<file path="src/rtl/ysyx_22041207_pipe_stage.sv">
// Two-entry skid buffer pipeline stage (IF/ID payload by default) with valid/ready on both sides.
// Optional stall counter enabled by defining YSYX_22041207_PIPE_STALL_CNT_EN.
module ysyx_22041207_pipe_stage #(
    parameter int DATA_W = 96,
    parameter int CNT_W  = 32
) (
    input  logic              clk,
    input  logic              rst,
    input  logic              flush,
    input  logic              in_valid,
    output logic              in_ready,
    input  logic [DATA_W-1:0] in_data,
    output logic              out_valid,
    input  logic              out_ready,
    output logic [DATA_W-1:0] out_data,
    output logic [1:0]        occupancy,
    output logic [CNT_W-1:0]  stall_cnt
);

    // Handshake: a transfer happens on a rising edge where valid and ready are
    // both high; valid never waits on ready, and in_ready comes only from state.
    localparam logic [1:0] EMPTY = 2'd0;
    localparam logic [1:0] ONE   = 2'd1;
    localparam logic [1:0] FULL  = 2'd2;

    logic [1:0]        state;
    logic [1:0]        state_nxt;
    logic [DATA_W-1:0] head;
    logic [DATA_W-1:0] head_nxt;
    logic [DATA_W-1:0] tail;
    logic [DATA_W-1:0] tail_nxt;
    logic              push;
    logic              pop;

    assign in_ready  = (state != FULL);
    assign out_valid = (state != EMPTY);
    assign out_data  = head;
    assign occupancy = state;

    assign push = in_valid & in_ready;
    assign pop  = out_valid & out_ready;

    always_comb begin
        state_nxt = state;
        head_nxt  = head;
        tail_nxt  = tail;
        if (flush) begin
            state_nxt = EMPTY;
            head_nxt  = '0;
            tail_nxt  = '0;
        end else begin
            case (state)
                EMPTY: begin
                    if (push) begin
                        state_nxt = ONE;
                        head_nxt  = in_data;
                    end
                end
                ONE: begin
                    if (push && pop) begin
                        head_nxt = in_data;
                    end else if (push) begin
                        state_nxt = FULL;
                        tail_nxt  = in_data;
                    end else if (pop) begin
                        state_nxt = EMPTY;
                        head_nxt  = '0;
                    end
                end
                FULL: begin
                    // in_ready is low here, so only a pop can move the buffer.
                    if (pop) begin
                        state_nxt = ONE;
                        head_nxt  = tail;
                        tail_nxt  = '0;
                    end
                end
                default: begin
                    state_nxt = EMPTY;
                    head_nxt  = '0;
                    tail_nxt  = '0;
                end
            endcase
        end
    end

    always_ff @(posedge clk or posedge rst) begin
        if (rst) begin
            state <= EMPTY;
            head  <= '0;
            tail  <= '0;
        end else begin
            state <= state_nxt;
            head  <= head_nxt;
            tail  <= tail_nxt;
        end
    end

`ifdef YSYX_22041207_PIPE_STALL_CNT_EN
    logic [CNT_W-1:0] stall_q;

    // Saturating; flush deliberately leaves the count intact.
    always_ff @(posedge clk or posedge rst) begin
        if (rst) begin
            stall_q <= '0;
        end else if (out_valid && !out_ready && (stall_q != {CNT_W{1'b1}})) begin
            stall_q <= stall_q + 1'b1;
        end
    end

    assign stall_cnt = stall_q;
`else
    assign stall_cnt = '0;
`endif

endmodule
</file>
<file path="config.mk">
export PLATFORM = sky130hd
export DESIGN_NAME = ysyx_22041207_pipe_stage
export DESIGN_NICKNAME = d
export VERILOG_FILES = /design/src/rtl/ysyx_22041207_pipe_stage.sv
export SDC_FILE = /design/constraint.sdc
export NUM_CORES = 1
export LEC_CHECK = 0
export CAP_MARGIN = 10
export CORE_ASPECT_RATIO = 0.5
export CORE_UTILIZATION = 50
export DETAILED_ROUTE_END_ITERATION = 10
export PLACE_DENSITY = 0.8
export SYNTH_ARGS = -nofsm -noshare
export SYNTH_HDL_FRONTEND = slang
export SYNTH_SLANG_ARGS = --single-unit
</file>
<file path="constraint.sdc">
create_clock -name clk -period 18.95 [get_ports clk]
set_input_delay 2.8425 -clock clk [delete_from_list [all_inputs] [get_ports clk]]
set_output_delay 2.8425 -clock clk [all_outputs]
set_load 0.005 [all_outputs]
</file>
==> results.md <==
- The number of different library cells used by synthesis comes to 24.
- In the final routed layout, each cell accounts on average for 17.9 µm.
- The cell count after synthesis came out at 901.
- For this run the aggregate overflow at the end of global routing stands at 0.
- The number of sinks driven by the clock tree is 194.
- The final antenna diode count is 0.
- The number of setup buffers added after CTS is 0.
- The capturing point of the worst reg2reg path is out_data[15].
- The share of synthesized area spent on multiplexers is 19.4%.
- The CTS buffer count is 17.
- After detailed routing, the number of remaining DRC violations is 0.
- The DRC marker count from the first detailed-route iteration is 347.
- Fill cells in the final layout number 1570.
- The leading register cell type out of synthesis is sky130_fd_sc_hd__dfrtp_1.
- For the final routed database, the setup TNS stands at 0 ps.
- VDD sags by at most 0.0554 mV.
- The worst setup path is captured at an output pin.
- The source of the worst hold timing path is out_data[2].
- Gates resized during post-CTS repair numbered 0.
- The largest net degree at the start of global routing is 114.
- Of the total synthesized cell area, the portion taken by full adders, half adders and majority gates is 0%.
- Of all cell types, the one taking the most synthesized area is sky130_fd_sc_hd__dfrtp_1.
- Setup slack on the worst reg-to-reg path comes out at 15650 ps.
- Max-cap violations in this run came to 0.
- The via count of the first global-routing pass is 7367.
- The leakage dissipation is 5.24 nW.
- The netlist area before placement is 10000 µm².
- The die covers 20700 µm².
- Summing the areas of all and, or, nand and nor instances in the mapped netlist gives 4.56% of the synthesized area.
- The kind of critical path is register to output pin.
- The longest clock path from root to sink contains 2 buffers.
- The via count of the routed design is 7335.
- Before antenna repair, the detailed router went through 5 iterations.
- After synthesis, flip-flops and latches occupy 48.3% of the total area.
- In the finished design, the share of the clock period the worst path needs comes to 28.2%.
- For this design the top-level I/O count stands at 233.
- The xor/xnor share of the synthesized area is 0%.
- The number of port buffers is 200.
- By area the synthesized netlist is led by sky130_fd_sc_hd__dfrtp_1 48%, sky130_fd_sc_hd__mux2i_1 19%, sky130_fd_sc_hd__a22o_1 8.4%.
- In the routed layout, each cell is associated on average with a via count of 5.51.
- The number of max-slew violations in the final report is 0.
- The startpoint of the worst-slack reg-to-reg timing path is occupancy[0].
- The number of buffers inserted by hold repair at cts is 0.
- The Yosys step of the flow raised 0 warnings.
- The area growth from synthesis to final layout is 23.8%.
- The startpoint type of the worst setup path is a register.
- The register bit count reported by yosys is 194.
- The total routed wirelength is 23800 µm.
- Counting instances, the worst hold path has a depth of 1.
- The floorplan step set the die height to 102 µm.
- The H-tree generated during clock tree synthesis spans 4 levels.
- Once the floorplan was initialized, standard cells occupied 51.4% of the core.
- In the final layout, the multi-input gates occupy 4260 µm².
- The largest fanout on the critical path is 105.
- The smallest hold slack is 503 ps.
- The clock arrives with 7.45 ps of skew.
- The clock tree from TritonCTS is built.
- The power density over the cells is 79.4 nW/µm².
- The flow ran to the end, and the final reports show no timing, DRC or antenna violations.
- In this run the clock root is driven by a sky130_fd_sc_hd__clkbuf_16.
- Measured against its own limit, the worst slew margin works out to 17.0%.
- Global routing used 23.5% of the available tracks.
- The completed layout was analyzed and its total power is 0.987 mW.
- The post-route netlist has 4.51% of its cells at a drive strength greater than 1.
- The register area is 4860 µm².
- Setup repair after global routing left no endpoint under its margin.
- The finished layout holds 1331 standard cells, fillers aside.
- The destination of the worst hold path is out_data[2].
- The clock latency at the later pin of the worst-skew pair is 440 ps.
- For this run, asynchronously set or reset flops after synthesis account for 100%.
- Summing the areas of all compound-gate instances in the mapped netlist gives 17.1% of the synthesized area.
- The total placed cells including tap cells is 1299.
- The floorplan die width is 202 µm.
- The initial antenna violation count is 0.
- At the pin with the least slew margin, the transition time is 1240 ps.
- After clock tree synthesis, the clock-pin slew on the worst setup and hold paths is 70 ps.
- The first global-routing pass estimated 38400 µm of wire.
- The maximum clock rate is 0.187 GHz.
- The most numerous cell in the Yosys netlist is sky130_fd_sc_hd__dfrtp_1.
- The type of the worst min-delay path is register to register.
- In this run the core area contains 36 standard-cell rows.
- The synthesized design devotes to its leading area cell type 48.3% of total area.
- The data arrival time of the critical path is 2500 ps.
- The layout net count is 1153.
- The number of hold violations in the final report is 0.
- The count of nets left with antenna violations once routing finished came out at 0.
- Ranked by instance count, the synthesized netlist is headed by 194 x sky130_fd_sc_hd__dfrtp_1, 193 x sky130_fd_sc_hd__mux2i_1, 98 x sky130_fd_sc_hd__nand2_1.
- The count of flip-flops with a built-in enable after synthesis is 0.
- Counting cells, the worst reg-to-reg path comes to 4.
- Subtracting the final worst setup slack from the clock period gives 5340 ps.
- The synthesized area divided by synthesized cell count is 11.1 µm².
- The global placer's final weighted congestion is 0.809.
- Summed over all nets, the half-perimeter wirelength after detailed placement is 14400 µm.
- By area, the combinational part of the netlist is dominated by multiplexers.
- The number of endpoints failing setup at the final stage is 0.
- At the worst endpoint, the required time is 16110 ps.
- The standard cell core area is 19500 µm².
## layout make-up
class / count / share of cell area [%]
Multi-Input combinational cell: 534 / 34.3
Timing Repair Buffer: 208 / 16.6
Sequential cell: 194 / 39.1
Clock buffer: 22 / 3.73
Inverter: 97 / 2.99
Clock inverter: 10 / 0.664
Tap cell: 266 / 2.68
## per-stage QoR
step	utilization, %	cell area [µm²]	setup WS (ps)
after floorplan	-	10200	10820
after global placement	60.8	11900	13280
after detailed placement	60.8	11900	13160
after CTS	63.6	12400	13600
after global routing	63.6	12400	13430
final	63.6	12400	13610
## flip-flops by register name (all words and copies together), names as in the netlist
name and cells:
out_data 96, tail 96, occupancy 2
## where the power goes
part / switching [mW] / internal, mW / total (mW)
Clock: 0.162 / 0.188 / 0.350
Combinational: 0.0804 / 0.0911 / 0.171
Sequential: 0.0240 / 0.442 / 0.466
Total: 0.266 / 0.720 / 0.987
## worst max-delay path, cell delays in order (launching register included)
cell                              delay (ps)
sky130_fd_sc_hd__dfrtp_4                1270
sky130_fd_sc_hd__nand2b_1                260
sky130_fd_sc_hd__clkdlybuf4s50_1         530
## routing by layer
metal / vias up / routed length (µm) / track usage (%)
met5: - / 0 / 0
met2: 169 / 11800 / 40.0
met3: 30 / 934 / 4.27
met4: 0 / 382 / 7.92
li1: 3406 / - / -
met1: 3730 / 10600 / 30.6
## kinds of logic after synthesis
family          count (synthesis)
compound gates                196
buf+inv                       204
flops                         194
mux                           194
other cells                     1
simple gates                  112
## cells in the final DEF (no fill, tap or decap), types with 3 or more instances in the layout
master                            netlist  final
sky130_fd_sc_hd__conb_1                 1     32
sky130_fd_sc_hd__mux2i_1              193    193
sky130_fd_sc_hd__clkdlybuf4s50_1        0    200
sky130_fd_sc_hd__o2bb2ai_1             96     96
sky130_fd_sc_hd__a22o_1                96     96
sky130_fd_sc_hd__clkbuf_1               9      3
sky130_fd_sc_hd__clkbuf_16              0     17
sky130_fd_sc_hd__clkinv_2               0      7
sky130_fd_sc_hd__dfrtp_1              194    192
sky130_fd_sc_hd__nor2_1                 4      4
sky130_fd_sc_hd__nand2_1               98     98
sky130_fd_sc_hd__inv_1                 97     96
sky130_fd_sc_hd__buf_4                 45      8
sky130_fd_sc_hd__nor2_4                 2      4
## worst max path at each step
stage	slack (ps)	from	to	depth (start not counted)
finish	13610	occupancy[0]	in_ready	2
CTS	13600	occupancy[0]	in_ready	2
global placement	13280	out_ready	tail[17]	7
detailed placement	13160	out_ready	tail[13]	7
floorplan	10820	rst	occupancy[0]	1
global route	13430	out_ready	out_data[20]	6
No activity file was read; power rests on OpenSTA's default activity.
